===== config.mk =====
export PLATFORM = sky130hd
export DESIGN_NAME = golden_delay_line
export DESIGN_NICKNAME = d
export VERILOG_FILES = /design/src/rtl/multi_mode_checker_golden_delay_line.sv
export SDC_FILE = /design/constraint.sdc
export NUM_CORES = 1
export LEC_CHECK = 0
export ABC_CLOCK_PERIOD_IN_PS = 1400
export BUFFER_PORTS_ARGS = -buffer_cell sky130_fd_sc_hd__buf_2
export CAP_MARGIN = 20
export CORE_ASPECT_RATIO = 0.75
export CORE_MARGIN = 10
export CORE_UTILIZATION = 49
export CTS_CLUSTER_SIZE = 20
export DETAILED_ROUTE_END_ITERATION = 8
export PLACE_DENSITY = 0.8
export SYNTH_ARGS = -nofsm -noshare
export SYNTH_HDL_FRONTEND = slang
export SYNTH_SLANG_ARGS = --single-unit

===== constraint.sdc =====
create_clock -name clk -period 1.4 [get_ports clk]
set_input_delay 0 -clock clk [delete_from_list [all_inputs] [get_ports clk]]
set_output_delay 0 -clock clk [all_outputs]
set_load 0.05 [all_outputs]

===== src/rtl/multi_mode_checker_golden_delay_line.sv =====
// LATENCY-deep shift register carrying golden results and their valid bits.
module golden_delay_line #(
    parameter int WIDTH   = 16,
    parameter int LATENCY = 2
) (
    input  logic             clk,
    input  logic             rst_n,
    input  logic             vld_i,
    input  logic [WIDTH-1:0] dat_i,
    output logic             vld_o,
    output logic [WIDTH-1:0] dat_o,
    output logic             any_vld_o
);
    logic [LATENCY-1:0]            vld_pipe_q;
    logic [LATENCY-1:0][WIDTH-1:0] dat_pipe_q;

    always_ff @(posedge clk or negedge rst_n) begin
        if (!rst_n) begin
            vld_pipe_q <= '0;
            dat_pipe_q <= '0;
        end else begin
            vld_pipe_q[0] <= vld_i;
            dat_pipe_q[0] <= dat_i;
            for (int i = 1; i < LATENCY; i++) begin
                vld_pipe_q[i] <= vld_pipe_q[i-1];
                dat_pipe_q[i] <= dat_pipe_q[i-1];
            end
        end
    end

    assign vld_o     = vld_pipe_q[LATENCY-1];
    assign dat_o     = dat_pipe_q[LATENCY-1];
    assign any_vld_o = |vld_pipe_q;
endmodule


Word level (Yosys, flattened, before mapping)
Cells that the tools add are included.
{"block": "word_totals", "ff_bits": 34, "inputBits": 19, "out_inout_bits": 18, "word_cells": 4}
{"block": "classes", "n_reduce_logical": 1}
{"operator": "2-bit OR reduction", "count": 1}

Depth between registers and ports, before layout
{"block": "depth", "word_depth": 1, "depth_mapped": 1, "mapped_depth_nobuf": 1}

Least setup slack after synthesis
Ideal clock, no wire load.
{"block": "synth_path", "path_kind": "register to output", "start": "register vld_pipe_q[1]", "end": "output port any_vld_o", "arrival_ps": 1062, "required_time_ps": 1400, "path_slack_ps": 338, "stages_incl_launch_ff": 2, "path_buffers": 0, "cell_sequence": "dfrtp_1 -> or2_1"}
{"block": "synth_via", "elab_chain_cells": 1}
{"item": "from (decl)", "line": "14", "source": "logic [LATENCY-1:0] vld_pipe_q;"}
{"item": "from (signal, indexed assignment)", "line": "25", "source": "vld_pipe_q[i] <= vld_pipe_q[i-1];"}
{"item": "2-bit OR reduction", "line": "33", "source": "assign any_vld_o = |vld_pipe_q;"}
{"item": "to (decl)", "line": "12", "source": "output logic any_vld_o"}
Every way passes these cells.

Worst setup path after layout
Ends and elaborated chain as after synthesis.

==> summary.txt <==
Yosys
  – Area leader, netlist: dfrtp_1
  – Sequential area share after synthesis: 0.871
  – Post-synthesis adder-cell area fraction: 0
  – Post-synthesis compound-gate area fraction: 0
  – Post-synth EDFFs: 0
  – Commonest cells post-synth: 34 x dfrtp_1, 16 x buf_4, 1 x or2_1
  – Mux share of post-synthesis cell area: 0
  – Dominant synthesized flop cell: dfrtp_1
  – Average size of a mapped cell: 19.2 um2
  – Count of cell types in the netlist: 3
  – Yosys warns: 0
  – Async SR Flop Fraction: 1.00
  – FF+latch count, synth: 34
  – Mapped Nets: 70
  – Top-count cell post-synth: dfrtp_1
  – Yosys top cell area share: 0.871
  – Mapped Cells: 51
  – Mapped Area: just under 1000 um2
  – Post-Synth Simple-Gate Area: 0.00640
  – Top cells by area, synth: dfrtp_1 87%, buf_4 12%, or2_1 0.64%
  – Synth Area in XOR/XNOR: 0
  – Largest family of logic cells by synthesized area: buffers and inverters

Power
  – Comb power frac: 0.122
  – P per Cell Area: approximately 1300 nW/um2
  – Sw frac: 0.243
  – P_sw: 0.413 mW
  – Sequential Power Share: 0.613
  – Int Pwr: 1.29 mW
  – Worst IR Drop VDD: 0.00109 V
  – Pwr Total: ~1.7 mW
  – Clock power frac: 0.266
  – Leak pwr: 0.639 nW

Global route
  – GR Layer Usage met3: 0.0603
  – Initial antenna violation count: 0
  – First-pass GRT wire length: just under 3000 um
  – Grt peak-use layer: met2
  – Number of global-route vias before repair: about 600
  – M2 GR Usage: 0.156
  – Met1 Usage GRT: 0.0803
  – GRT Total Usage: 0.0921
  – Largest net degree at the start of global routing: 35
  – GR Overflow Total: 0

Critical path
  – CP Buf/Inv Count: 1
  – Crit. End Element: primary output
  – Critical-path maximum fanout: 2
  – Worst Path Required: 1400 ps
  – Slowest cell on the critical path: dfrtp_1
  – R2R Path Start: vld_pipe_q[0]
  – Crit. Startpoint: vld_pipe_q[1]
  – Worst Setup Path Type: reg -> out
  – Crit path DAT: 1120 ps
  – Delay-heaviest family, CP: flip-flops
  – CP peak stage delay: 380 ps
  – Startpoint types: flop
  – Critical-path cell list: or2_1 > buf_2

Floorplanning
  – Die outline height: roughly 59 um
  – Io pins: 37
  – Die area: 4200 um2
  – Core area: roughly 1800 um2
  – Die width: 71.6 um
  – Initial Utilization: 0.541
  – Site row count: 13

Clock tree
  – H-tree levels: 2
  – Number of CTS-inserted buffers: 5
  – Max clock buf depth: 2
  – Post-CTS setup buffers: 0
  – Clock Latency Late Sink: 310 ps
  – CTS resizes: 0
  – Clk sinks: 34
  – Worst-path clk slew: ~80 ps
  – Hold Buf Count CTS: 18
  – CTS tree: yes
  – Root Driver: clkbuf_4

Run
  – # Max-Cap Violations: 0

Layout
  – Number of fill cells: ~120
  – P&R area growth vs syn: 32.0%
  – Core Util, Final: 0.714
  – Share of post-route cells with drive strength above 1: 0.427
  – Antenna Cells: 0
  – Fin nets: 115

Timing
  – Worst-Margin Slew: roughly 700 ps
  – Final slew viol count: 0
  – Period utilisation layout: 0.798
  – Rel. slew slack: 0.531
  – Final Skew: 1.01 ps
  – Final setup violation count: 0
  – Minimum clock period: between 1000 and 1500 ps
  – Unrepaired setup endpoints after global routing: no
  – Setup TNS: 0 ps
  – F_max: between 800 and 900 MHz
  – Final hold vios: 0

Place
  – Routability Congestion: 0.656
  – Port Buffer Count: 36
  – HPWL after DPL: 1080 um

Route
  – Number of DRC markers in iteration 0: 24
  – Remaining antenna violation count: 0
  – Routed WL: roughly 1700 um
  – Post-route DRC: 0
  – Via count: 487
  – Wire per inst: 14.0 um
  – First-pass DRT Iterations: 2
  – Vias per cell: between 4 and 5

Hold path
  – Type of the worst min-delay path: in -> async

Status
  – Status: finished, final reports clean
layer usage:
layer | vias up | share of wire
met2 | 26 | 0.53
met5 | - | 0
met1 | 232 | 0.34
met3 | 2 | 0.12
met4 | 0 | 0.0060
li1 | 227 | -
cells in the final DEF, fill, tap and decap left out:
master	n
buf_2	36
dfrtp_1	34
dlygate4sd3_1	18
clkbuf_4	5
clkbuf_1	2
or2_1	1
stage by stage:
stage,setup slack (ps),instance area [um2],hold slack [ps],instances
finish,283,1290,285,118
global route,223,1290,298,118
CTS,266,1290,275,118
detailed placement,626,1060,98.8,93
global placement,631,1060,70.9,93
floorplan,338,977,-296,51
final cells by class:
type / count / area [um2] / area share
flip-flops and latches: 34 / 851 / 0.660
repair buffers: 54 / 360 / 0.279
clock buffers: 7 / 45.0 / 0.0349
well taps: 22 / 27.5 / 0.0213
multi-input cells: 1 / 6.26 / 0.00485
registers in the layout (all words and copies together), names as in the netlist:
| name | count |
|---|---|
| dat_pipe_q | 16 |
| vld_pipe_q | 2 |
| dat_o | 16 |
power by group through the flow:
stage / clock network [mW] / registers (mW) / logic [mW]
floorplan: 0 / 1.06 / 0.129
global placement: 0 / 1.06 / 0.168
detailed placement: 0 / 1.06 / 0.171
CTS: 0.484 / 1.04 / 0.209
global route: 0.529 / 1.05 / 0.221
finish: 0.452 / 1.04 / 0.207
logic make-up (layout without fill, tap and decap cells):
logic type	after synthesis	after routing
buf+inv	16	61
flops	34	34
simple gates	1	1
final timing paths:
| kind | end | slack [ps] | cells after the start |
|---|---|---|---|
| max in group asynchronous | vld_pipe_q[1] | 670 | 2 |
| worst min register to register | dat_o[5] | 350 | 0 |
| worst max register to register | vld_pipe_q[1] | 900 | 0 |
| worst min-delay path | dat_pipe_q[1] | 290 | 2 |
| min in group clk | dat_pipe_q[6] | 310 | 2 |
| worst max-delay path | any_vld_o | 280 | 2 |
No activity file was read; power rests on OpenSTA's default activity.
